==> config.mk <==
export PLATFORM = sky130hd
export DESIGN_NAME = sub_sample_ctrl_flat
export DESIGN_NICKNAME = d
export VERILOG_FILES = /design/src/rtl/sub_sample_ctrl_if.sv /design/src/rtl/sub_sample_ctrl.sv /design/src/flat_wrapper.sv
export SDC_FILE = /design/constraint.sdc
export NUM_CORES = 1
export LEC_CHECK = 0
export ABC_AREA = 1
export CAP_MARGIN = 0
export CORE_AREA = 2 2 199 162
export DETAILED_ROUTE_END_ITERATION = 8
export DIE_AREA = 0 0 201 164
export GPL_ROUTABILITY_DRIVEN = 0
export PLACE_DENSITY = 0.52
export SYNTH_ARGS = -nofsm -noshare
export SYNTH_HDL_FRONTEND = slang
export SYNTH_SLANG_ARGS = --single-unit
==> constraint.sdc <==
create_clock -name clock -period 4.3 [get_ports clock]
set_input_delay 0.86 -clock clock [delete_from_list [all_inputs] [get_ports clock]]
set_output_delay 0.86 -clock clock [all_outputs]
set_load 0.01 [all_outputs]
==> src/rtl/sub_sample_ctrl_if.sv <==
// Bus bundle for sub_sample_ctrl: pixel input handshake, neighbourhood output to
// sub_sample, the sub_sample result input and the tagged pooled-result output.
interface sub_sample_ctrl_if #(
    parameter int NN_WIDTH = 8,
    parameter int POOL     = 2,
    parameter int IMG_W    = 8,
    parameter int IMG_H    = 8
);
    localparam int NH_W  = POOL * POOL * NN_WIDTH;
    localparam int COL_W = (IMG_W / POOL > 1) ? $clog2(IMG_W / POOL) : 1;
    localparam int ROW_W = (IMG_H / POOL > 1) ? $clog2(IMG_H / POOL) : 1;

    logic [NN_WIDTH-1:0] in_data;
    logic                in_valid;
    logic                in_ready;
    logic [NH_W-1:0]     nh_vector;
    logic                nh_valid;
    logic [NN_WIDTH-1:0] ss_result;
    logic [NN_WIDTH-1:0] out_data;
    logic                out_valid;
    logic [COL_W-1:0]    out_col;
    logic [ROW_W-1:0]    out_row;
    logic                frame_done;

    modport slave (
        input  in_data, in_valid, ss_result,
        output in_ready, nh_vector, nh_valid, out_data, out_valid, out_col, out_row, frame_done
    );

    modport master (
        output in_data, in_valid, ss_result,
        input  in_ready, nh_vector, nh_valid, out_data, out_valid, out_col, out_row, frame_done
    );
endinterface

==> src/rtl/sub_sample_ctrl.sv <==
// Band-buffering sequencer for the sub_sample mean-pooling block: fills POOL rows,
// emits one POOLxPOOL window per cycle and tags results. Optional SUB_SAMPLE_CTRL_PERF_EN adds stall_cycles.
module sub_sample_ctrl #(
    parameter int NN_WIDTH   = 8,
    parameter int POOL       = 2,
    parameter int IMG_W      = 8,
    parameter int IMG_H      = 8,
    parameter int SS_LATENCY = 1
) (
    input  logic              clock,
    input  logic              reset,
    sub_sample_ctrl_if.slave  bus
`ifdef SUB_SAMPLE_CTRL_PERF_EN
    ,
    output logic [31:0]       stall_cycles
`endif
);
    localparam int NH_W  = POOL * POOL * NN_WIDTH;
    localparam int NWIN  = IMG_W / POOL;
    localparam int NBAND = IMG_H / POOL;
    localparam int BUF_N = POOL * IMG_W;
    localparam int PTR_W = $clog2(BUF_N);
    localparam int COL_W = (NWIN > 1) ? $clog2(NWIN) : 1;
    localparam int ROW_W = (NBAND > 1) ? $clog2(NBAND) : 1;

    typedef enum logic [1:0] {FILL, EMIT, DRAIN} state_t;

    state_t              state_q;
    logic [PTR_W-1:0]    ptr_q;
    logic [ROW_W-1:0]    band_q;
    logic [COL_W-1:0]    win_q;
    logic                in_ready_q;
    logic [NN_WIDTH-1:0] buf_q [BUF_N];

    logic [NH_W-1:0]     nh_vector_d;
    logic [NH_W-1:0]     nh_vector_q;
    logic                nh_valid_q;
    logic [ROW_W-1:0]    nh_row_q;
    logic [COL_W-1:0]    nh_col_q;
    logic [PTR_W-1:0]    rd_idx;

    logic [SS_LATENCY-1:0] dl_valid_q;
    logic [ROW_W-1:0]      dl_row_q [SS_LATENCY];
    logic [COL_W-1:0]      dl_col_q [SS_LATENCY];

    logic [NN_WIDTH-1:0] out_data_q;
    logic                out_valid_q;
    logic [COL_W-1:0]    out_col_q;
    logic [ROW_W-1:0]    out_row_q;
    logic                frame_done_q;

    logic accept;
    logic dl_out_valid;

    assign accept       = bus.in_valid & in_ready_q;
    assign dl_out_valid = dl_valid_q[SS_LATENCY-1];

    // NOTE: the band buffer carries no reset; FILL always rewrites every entry
    // before EMIT reads it, so stale contents can never reach nh_vector.
    always_ff @(posedge clock) begin
        if (accept) buf_q[ptr_q] <= bus.in_data;
    end

    // NOTE: every variable written in always_comb gets a default first, so no path
    // leaves it unassigned and no latch is inferred.
    always_comb begin
        nh_vector_d = '0;
        rd_idx      = '0;
        for (int r = 0; r < POOL; r++) begin
            for (int c = 0; c < POOL; c++) begin
                rd_idx = PTR_W'(r * IMG_W + c) + PTR_W'(win_q) * PTR_W'(POOL);
                nh_vector_d[(r * POOL + c) * NN_WIDTH +: NN_WIDTH] = buf_q[rd_idx];
            end
        end
    end

    // NOTE: sequential state uses non-blocking assignments so every register samples
    // pre-edge values, independent of statement order inside the block.
    always_ff @(posedge clock) begin
        if (reset) begin
            state_q      <= FILL;
            ptr_q        <= '0;
            band_q       <= '0;
            win_q        <= '0;
            in_ready_q   <= 1'b0;
            nh_vector_q  <= '0;
            nh_valid_q   <= 1'b0;
            nh_row_q     <= '0;
            nh_col_q     <= '0;
            dl_valid_q   <= '0;
            for (int i = 0; i < SS_LATENCY; i++) begin
                dl_row_q[i] <= '0;
                dl_col_q[i] <= '0;
            end
            out_data_q   <= '0;
            out_valid_q  <= 1'b0;
            out_col_q    <= '0;
            out_row_q    <= '0;
            frame_done_q <= 1'b0;
        end else begin
            nh_valid_q <= 1'b0;
            case (state_q)
                FILL: begin
                    in_ready_q <= 1'b1;
                    if (accept) begin
                        if (ptr_q == PTR_W'(BUF_N - 1)) begin
                            ptr_q      <= '0;
                            in_ready_q <= 1'b0;
                            state_q    <= EMIT;
                        end else begin
                            ptr_q <= ptr_q + PTR_W'(1);
                        end
                    end
                end
                EMIT: begin
                    nh_vector_q <= nh_vector_d;
                    nh_valid_q  <= 1'b1;
                    nh_row_q    <= band_q;
                    nh_col_q    <= win_q;
                    if (win_q == COL_W'(NWIN - 1)) begin
                        win_q <= '0;
                        if (band_q == ROW_W'(NBAND - 1)) begin
                            state_q <= DRAIN;
                        end else begin
                            band_q     <= band_q + ROW_W'(1);
                            in_ready_q <= 1'b1;
                            state_q    <= FILL;
                        end
                    end else begin
                        win_q <= win_q + COL_W'(1);
                    end
                end
                DRAIN: begin
                    // The last window may still sit in nh_valid_q before entering the delay line.
                    if (!nh_valid_q && dl_valid_q == '0) begin
                        band_q     <= '0;
                        in_ready_q <= 1'b1;
                        state_q    <= FILL;
                    end
                end
                default: state_q <= FILL;
            endcase

            dl_valid_q[0] <= nh_valid_q;
            dl_row_q[0]   <= nh_row_q;
            dl_col_q[0]   <= nh_col_q;
            for (int i = 1; i < SS_LATENCY; i++) begin
                dl_valid_q[i] <= dl_valid_q[i-1];
                dl_row_q[i]   <= dl_row_q[i-1];
                dl_col_q[i]   <= dl_col_q[i-1];
            end

            out_valid_q  <= dl_out_valid;
            frame_done_q <= dl_out_valid
                          && dl_row_q[SS_LATENCY-1] == ROW_W'(NBAND - 1)
                          && dl_col_q[SS_LATENCY-1] == COL_W'(NWIN - 1);
            if (dl_out_valid) begin
                out_data_q <= bus.ss_result;
                out_row_q  <= dl_row_q[SS_LATENCY-1];
                out_col_q  <= dl_col_q[SS_LATENCY-1];
            end
        end
    end

`ifdef SUB_SAMPLE_CTRL_PERF_EN
    logic [31:0] stall_q;

    always_ff @(posedge clock) begin
        if (reset) begin
            stall_q <= '0;
        end else if (bus.in_valid && !in_ready_q && stall_q != 32'hFFFF_FFFF) begin
            stall_q <= stall_q + 32'd1;
        end
    end

    assign stall_cycles = stall_q;
`endif

    assign bus.in_ready   = in_ready_q;
    assign bus.nh_vector  = nh_vector_q;
    assign bus.nh_valid   = nh_valid_q;
    assign bus.out_data   = out_data_q;
    assign bus.out_valid  = out_valid_q;
    assign bus.out_col    = out_col_q;
    assign bus.out_row    = out_row_q;
    assign bus.frame_done = frame_done_q;
endmodule

==> src/flat_wrapper.sv <==
// flat-port wrapper written by rule: the top's interface ports become plain ports
module sub_sample_ctrl_flat 
#(
    parameter int NN_WIDTH   = 8,
    parameter int POOL       = 2,
    parameter int IMG_W      = 8,
    parameter int IMG_H      = 8,
    parameter int SS_LATENCY = 1
)
  (clock, reset, bus_in_data, bus_in_valid, bus_ss_result, bus_in_ready, bus_nh_vector, bus_nh_valid, bus_out_data, bus_out_valid, bus_out_col, bus_out_row, bus_frame_done);
  sub_sample_ctrl_if #(.NN_WIDTH(NN_WIDTH), .POOL(POOL), .IMG_W(IMG_W), .IMG_H(IMG_H)) bus_i ();
  input  logic clock;
  input  logic reset;
  input wire logic [$bits(bus_i.in_data)-1:0] bus_in_data;
  input wire logic [$bits(bus_i.in_valid)-1:0] bus_in_valid;
  input wire logic [$bits(bus_i.ss_result)-1:0] bus_ss_result;
  output wire logic [$bits(bus_i.in_ready)-1:0] bus_in_ready;
  output wire logic [$bits(bus_i.nh_vector)-1:0] bus_nh_vector;
  output wire logic [$bits(bus_i.nh_valid)-1:0] bus_nh_valid;
  output wire logic [$bits(bus_i.out_data)-1:0] bus_out_data;
  output wire logic [$bits(bus_i.out_valid)-1:0] bus_out_valid;
  output wire logic [$bits(bus_i.out_col)-1:0] bus_out_col;
  output wire logic [$bits(bus_i.out_row)-1:0] bus_out_row;
  output wire logic [$bits(bus_i.frame_done)-1:0] bus_frame_done;
  assign bus_i.in_data = bus_in_data;
  assign bus_i.in_valid = bus_in_valid;
  assign bus_i.ss_result = bus_ss_result;
  assign bus_in_ready = bus_i.in_ready;
  assign bus_nh_vector = bus_i.nh_vector;
  assign bus_nh_valid = bus_i.nh_valid;
  assign bus_out_data = bus_i.out_data;
  assign bus_out_valid = bus_i.out_valid;
  assign bus_out_col = bus_i.out_col;
  assign bus_out_row = bus_i.out_row;
  assign bus_frame_done = bus_i.frame_done;
  sub_sample_ctrl #(.NN_WIDTH(NN_WIDTH), .POOL(POOL), .IMG_W(IMG_W), .IMG_H(IMG_H), .SS_LATENCY(SS_LATENCY)) u_core (.clock(clock), .reset(reset), .bus(bus_i));
endmodule
==> impl_metrics.yaml, run 1 <==
outcome:
  status: "finished clean"
clock_tree:
  cts_tree: "built"
  post-cts-setup-buffers: 0
  ctsHoldBuffers: 0
  numCtsBuffers: 17
  clkTransAtPathRegs_ns: 0.07
  cts_buffer_depth: 2
  clk_latency_ns: 0.44
  cts.sinks: 195
  cts_resized: 0
  htree_num_levels: 4
  cts_root_buf: "clkbuf_16"
setup_path:
  cp_slowest_cell: "nor2_1"
  r2r_start: "u_core.state_q[0]$_SDFFE_PP0P_"
  r2r_slack_ns: 2.10
  rr_worst_depth: 8
  crit_required_ns: 4.37
  end_kind: "register"
  crit_fanout: 8
  cp-start-kind: "input pin"
  criticalPathCategory: "input pin to register"
  worst-endpoint-arrival_ns: 2.40
  path_cells: "clkdlybuf4s50_1 -> nand2_1 -> nor2_1 -> inv_1 -> nor2_1"
  path_common_cell: "nor2_1"
  max_stage_delay_ns: 0.54
  critPathLaunch: "bus_in_valid"
  worst_r2r_endpoint: "u_core.state_q[1]$_SDFFE_PP0P_"
timing:
  slew_viol_final: 0
  rsz0062_at_grt: "false"
  fin_ws_ns: 1.968
  max_freq_mhz: 428.9
  final_hold_viol_count: 0
  fin_crit_ns: 2.332
  finalClockSkew_ns: 0.01216
  period_share_pct: 54.22
  slew_headroom_pct: 24.59
  worst_slew_pin_slew_ns: 1.131
  tns_ns: 0
  finalSetupViolCount: 0
yosys:
  synth_top_family_by_area: "simple AND/OR/NAND/NOR gates"
  postSynthAreaPerCell_um2: 10.03
  synth_cells: 765
  synth_area_leader_cell: "edfxtp_1"
  syn_area_mm2: 0.007674
  synth_fa_ha_area_share_pct: 1.957
  synth_xor_area_share_pct: 0
  synth.top_cell.area_share_pct: 50.09
  synth_area_leaders: "edfxtp_1, dfxtp_1, nor2_1, o21ai_1, nand2_1"
  ys_ff_latch: 195
  synthSimpleGateAreaFrac_pct: 18.52
  synth_compound_area_share_pct: 6.294
  ys_seq_area_share_pct: 67.57
  ys_types: 21
  yosysWarnings: 0
  synth_mux_area_share_pct: 0
  synth_fp_nets: 796
finish:
  final_cell_count_no_fill: 1249
  final_layout_size_suffix_gt1_share_pct: 5.066
  n_fill_cell: 3235
  nets: 847
  utilization_pct: 29.98
  syn2layout_area_growth_pct: 21.08
  layout_commonest_cell: "nor2_1"
  layout_common_cells: "nor2_1, edfxtp_1, nand2_1"
  antenna_cells: 0
hold_path:
  whs_endpoint: "u_core.dl_row_q[0][1]$_SDFF_PP0_"
  hold_class: "register to register"
  hold-path-cell-count: 2
  hold_path_startpoint: "u_core.nh_row_q[1]$_SDFFE_PP0N_"
floorplan:
  rows: 58
  core_mm2: 0.03099
  die_w_um: 201
  ios: 67
  initial_utilization_pct: 24.76
  die_height_um: 164
  die_area_mm2: 0.03296
run:
  drv_cap: 0
pwr:
  peakVddDrop_mv: 0.2761
  cellPowerDensity_mw_per_mm2: 398.4
  finalPower_mw: 3.702
  p_leak_nw: 3.441
placed_design:
  dp_cells: 1217
  pre_cts_ws_ns: 1.497
  dp_hpwl_um: 11550
  port_buffers: 66
routing:
  avgViaCountPerCell: 4.171
  drc: 0
  drtIter0Drc: 361
  detail-route-antenna-nets: 0
  firstDrtPassIters: 5
  post_drt_wl_per_cell_um: 14.89
  dr_total_vias: 5209
  wirelength_um: 18600
grt:
  grt_pass1_vias: 5091
  antenna_found_initial: 0
  grt_max_degree: 67
  grt_usage_pct: 11.71
  grt_first_pass_wirelength_um: 29200
  overflow: 0
-- through the flow --
stage          hold WS [ns]  area [µm²]
3_5_place_dp         0.4146        8680
2_1_floorplan        0.3994        7674
4_1_cts              0.4252        9291
3_3_place_gp         0.4139        8680
5_1_grt              0.4452        9291
6_report             0.4215        9291
-- per-layer routing --
metal	vias up	global-route usage [%]	routed length [µm]
met5	-	0	0
met4	0	3.670	260
met3	23	2.817	795
met2	126	17.35	8028
met1	2455	16.82	9512
li1	2605	-	-
-- critical path: cells and delay by family --
kind	cells	cell delay [ns]
buf+inv	2	0.60
simple gates	3	0.94
-- layout make-up --
cell class	instances	area [µm²]	area share (%)
Sequential cell	195	5186	55.82
Multi-Input combinational cell	472	2057	22.14
Clock inverter	15	186.4	2.006
Inverter	60	225.2	2.424
Tap cell	420	525.5	5.656
Timing Repair Buffer	70	685.7	7.379
Clock buffer	17	425.4	4.579
-- cells in the mapped netlist --
| library cell | n |
|---|---|
| nor3_1 | 1 |
| buf_4 | 1 |
| o21ai_0 | 23 |
| dfxtp_1 | 67 |
| nand4_1 | 1 |
| buf_1 | 1 |
| o21bai_1 | 1 |
| buf_2 | 18 |
| clkbuf_1 | 11 |
| clkbuf_2 | 2 |
| inv_1 | 57 |
| a21oi_1 | 12 |
| ha_1 | 12 |
| edfxtp_1 | 128 |
| nand3b_1 | 1 |
| nand3_1 | 38 |
| o21ai_1 | 60 |
| nand2_1 | 67 |
| nor2_1 | 256 |
| buf_6 | 5 |
| inv_2 | 3 |
-- where the power goes --
group,switching [mW],internal [mW]
Sequential,0.00402,2.00
Clock,0.783,0.837
Combinational,0.0555,0.0219
-- cell families after synthesis --
| family | count (synthesis) |
|---|---|
| flip-flops | 195 |
| adder cells (fa/ha/maj) | 12 |
| AO/OA/AOI/OAI | 96 |
| buffers and inverters | 98 |
| AND/OR/NAND/NOR | 364 |
-- worst max path at each step --
stage | to | slack, ns | cells after the start
3_5_place_dp | u_core.buf_q[3][6]$_DFFE_PP_ | 1.50 | 5
6_report | u_core.buf_q[11][1]$_DFFE_PP_ | 1.97 | 5
5_1_grt | u_core.state_q[1]$_SDFFE_PP0P_ | 1.72 | 8
3_3_place_gp | u_core.buf_q[3][6]$_DFFE_PP_ | 1.52 | 5
2_1_floorplan | u_core.buf_q[3][0]$_DFFE_PP_ | 2.36 | 4
4_1_cts | u_core.buf_q[3][3]$_DFFE_PP_ | 1.97 | 5
-- state kept, by name, indices dropped and copies added, names as in the netlist --
register	count
u_core.nh_row_q	2
u_core.bus.out_row	2
u_core.band_q	2
u_core.bus.out_data	8
u_core.ptr_q	4
u_core.bus.out_col	2
u_core.bus.frame_done	1
u_core.win_q	2
u_core.bus.nh_valid	1
u_core.dl_col_q	2
u_core.dl_row_q	2
u_core.bus.nh_vector	32
u_core.bus.out_valid	1
u_core.state_q	2
u_core.buf_q	128
u_core.bus.in_ready	1
u_core.dl_out_valid	1
u_core.nh_col_q	2
(Power assumes the default switching activity.)
==> run 2: changes to the inputs <==
--- a/config.mk
+++ b/config.mk
@@ -11,7 +11,7 @@
 export DETAILED_ROUTE_END_ITERATION = 8
 export DIE_AREA = 0 0 201 164
 export GPL_ROUTABILITY_DRIVEN = 0
-export PLACE_DENSITY = 0.52
+export PLACE_DENSITY = 0.53
 export SYNTH_ARGS = -nofsm -noshare
 export SYNTH_HDL_FRONTEND = slang
 export SYNTH_SLANG_ARGS = --single-unit
==> constraint.sdc (replaced) <==
create_clock -name clock -period 2 [get_ports clock]
set_input_delay 0.4 -clock clock [delete_from_list [all_inputs] [get_ports clock]]
set_output_delay 0.4 -clock clock [all_outputs]
set_load 0.01 [all_outputs]
==> impl_metrics.yaml, run 2 (same netlist as run 1, synthesis figures left out) <==
setup_path:
  crit_fanout: 3
  rr_worst_depth: 6
  r2r_slack_ns: 0.42
  worstSetupEndpoint: "bus_in_ready"
  cp.depth: 1
  crit_family: "buffers and inverters"
  crit_required_ns: 1.60
  cp-start-kind: "register"
  crit_buf_inv: 1
  criticalPathCategory: "register to primary output"
  path_cells: "clkdlybuf4s50_1"
  cp_slowest_cell: "clkdlybuf4s50_1"
  r2r_start: "u_core.win_q[1]$_SDFFE_PP0N_"
  end_kind: "primary output"
  worst_r2r_endpoint: "u_core.bus.nh_vector[7]$_SDFFE_PP0N_"
  worst-endpoint-arrival_ns: 1.37
  critPathLaunch: "u_core.bus.in_ready$_SDFFE_PP0P_"
  max_stage_delay_ns: 0.57
finish:
  syn2layout_area_growth_pct: 23.85
  layout_common_cells: "nor2_1, edfxtp_1, nand2_1"
  nets: 877
  final_area_mm2: 0.009504
  final_layout_size_suffix_gt1_share_pct: 8.265
  antenna_cells: 0
  layout_commonest_cell: "nor2_1"
  largest_register: "u_core.buf_q"
  largest_register_ffs: 128
grt:
  grt_max_degree: 65
  grt_pass1_vias: 5131
  grt_first_pass_wirelength_um: 29800
  overflow: 0
  antenna_found_initial: 0
  grt_usage_pct: 11.88
floorplan:
  ios: 67
  rows: 58
  die_height_um: 164
  initial_utilization_pct: 24.76
  core_mm2: 0.03099
  die_w_um: 201
  die_area_mm2: 0.03296
pwr:
  p_sw_mw: 1.722
  clockPowerShare_pct: 42.7
  seq_power_share_pct: 54.9
  peakVddDrop_mv: 0.5624
  p_leak_nw: 3.584
  cellPowerDensity_mw_per_mm2: 825.3
  pwr-share-comb_pct: 2.3
  internal_power_mw: 6.122
  swShare_pct: 21.95
clock_tree:
  cts_tree: "built"
  cts.sinks: 195
  cts_buffer_depth: 2
  numCtsBuffers: 17
  cts_root_buf: "clkbuf_16"
  clkTransAtPathRegs_ns: 0.07
  post-cts-setup-buffers: 0
  cts_resized: 0
  ctsHoldBuffers: 0
  clk_latency_ns: 0.44
  htree_num_levels: 4
routing:
  avgViaCountPerCell: 4.123
  firstDrtPassIters: 5
  dr_total_vias: 5273
  wirelength_um: 18850
  post_drt_wl_per_cell_um: 14.74
  drtIter0Drc: 439
  detail-route-antenna-nets: 0
  drc: 0
placed_design:
  dp_hpwl_um: 12050
  dpl_cell_area_mm2: 0.008930
  port_buffers: 66
timing:
  slew_headroom_pct: 54.24
  final_hold_viol_count: 0
  slew_viol_final: 0
  period_share_pct: 88.47
  tns_ns: 0
  max_freq_mhz: 565.2
  finalSetupViolCount: 0
  finalClockSkew_ns: 0.01315
  rsz0062_at_grt: "false"
  worst_slew_pin_slew_ns: 0.6865
  fin_crit_ns: 1.769
hold_path:
  hold_class: "register to register"
outcome:
  status: "finished clean"
run:
  drv_cap: 0
-- run 2: cell count changes in the layout (fill, tap and decap cells not counted) --
cell / before / now
buf_12: 0 / 2
inv_6: 5 / 3
clkbuf_1: 0 / 1
clkinv_2: 0 / 1
clkinv_8: 4 / 0
inv_8: 2 / 3
clkinvlp_4: 1 / 2
clkinv_4: 2 / 4
buf_4: 4 / 32
-- run 2: metrics by stage --
stage	power (mW)	instances	util [%]	worst slack [ns]	hold WS [ns]
floorplan	4.452	765	-	0.4777	0.3994
global placement	4.588	1247	28.82	0.1334	0.4130
detailed placement	4.588	1247	28.82	0.1375	0.4154
CTS	7.963	1279	30.67	0.1933	0.4254
global route	8.130	1279	30.67	0.1600	0.4284
finish	7.844	1279	30.67	0.2307	0.4217
-- run 2: how the worst min path moves through the flow --
stage | cells after the start | slack, ns | to | startpoint
2_1_floorplan | 2 | 0.40 | u_core.dl_col_q[0][1]$_SDFF_PP0_ | u_core.nh_col_q[1]$_SDFFE_PP0N_
3_3_place_gp | 2 | 0.41 | u_core.dl_col_q[0][1]$_SDFF_PP0_ | u_core.nh_col_q[1]$_SDFFE_PP0N_
3_5_place_dp | 2 | 0.42 | u_core.dl_col_q[0][1]$_SDFF_PP0_ | u_core.nh_col_q[1]$_SDFFE_PP0N_
4_1_cts | 2 | 0.43 | u_core.dl_row_q[0][1]$_SDFF_PP0_ | u_core.nh_row_q[1]$_SDFFE_PP0N_
5_1_grt | 2 | 0.43 | u_core.dl_col_q[0][1]$_SDFF_PP0_ | u_core.nh_col_q[1]$_SDFFE_PP0N_
6_report | 2 | 0.42 | u_core.dl_col_q[0][1]$_SDFF_PP0_ | u_core.nh_col_q[1]$_SDFFE_PP0N_
-- run 2: cell type report --
type                       count  area (µm²)
fill                        3227       21480
sequential                   195        5186
multi-input combinational    472        2057
timing repair buffer         100       935.9
tap                          420       525.5
clock buffer                  18       429.2
inverter                      60       225.2
clock inverter                14       145.1
-- run 2: worst register-to-register path: cells and delay by family, from the launching register on --
kind | cells | cell delay [ns]
compound gates | 1 | 0.14
buf+inv | 2 | 0.55
flops | 1 | 0.36
simple gates | 3 | 0.44
-- run 2: per-layer routing --
metal	track usage (%)	wire (µm)	up-vias
met5	0	0	-
met4	3.131	133	0
met3	2.679	858	15
met2	18.12	8283	109
met1	16.96	9573	2487
li1	-	-	2662
-- run 2: power groups by stage --
stage	Combinational (mW)	Sequential, mW	Clock (mW)
after floorplan	0.0531	4.40	0
after detailed placement	0.189	4.40	0
after CTS	0.190	4.31	3.47
after global placement	0.189	4.40	0
final	0.184	4.31	3.35
after global routing	0.206	4.31	3.62
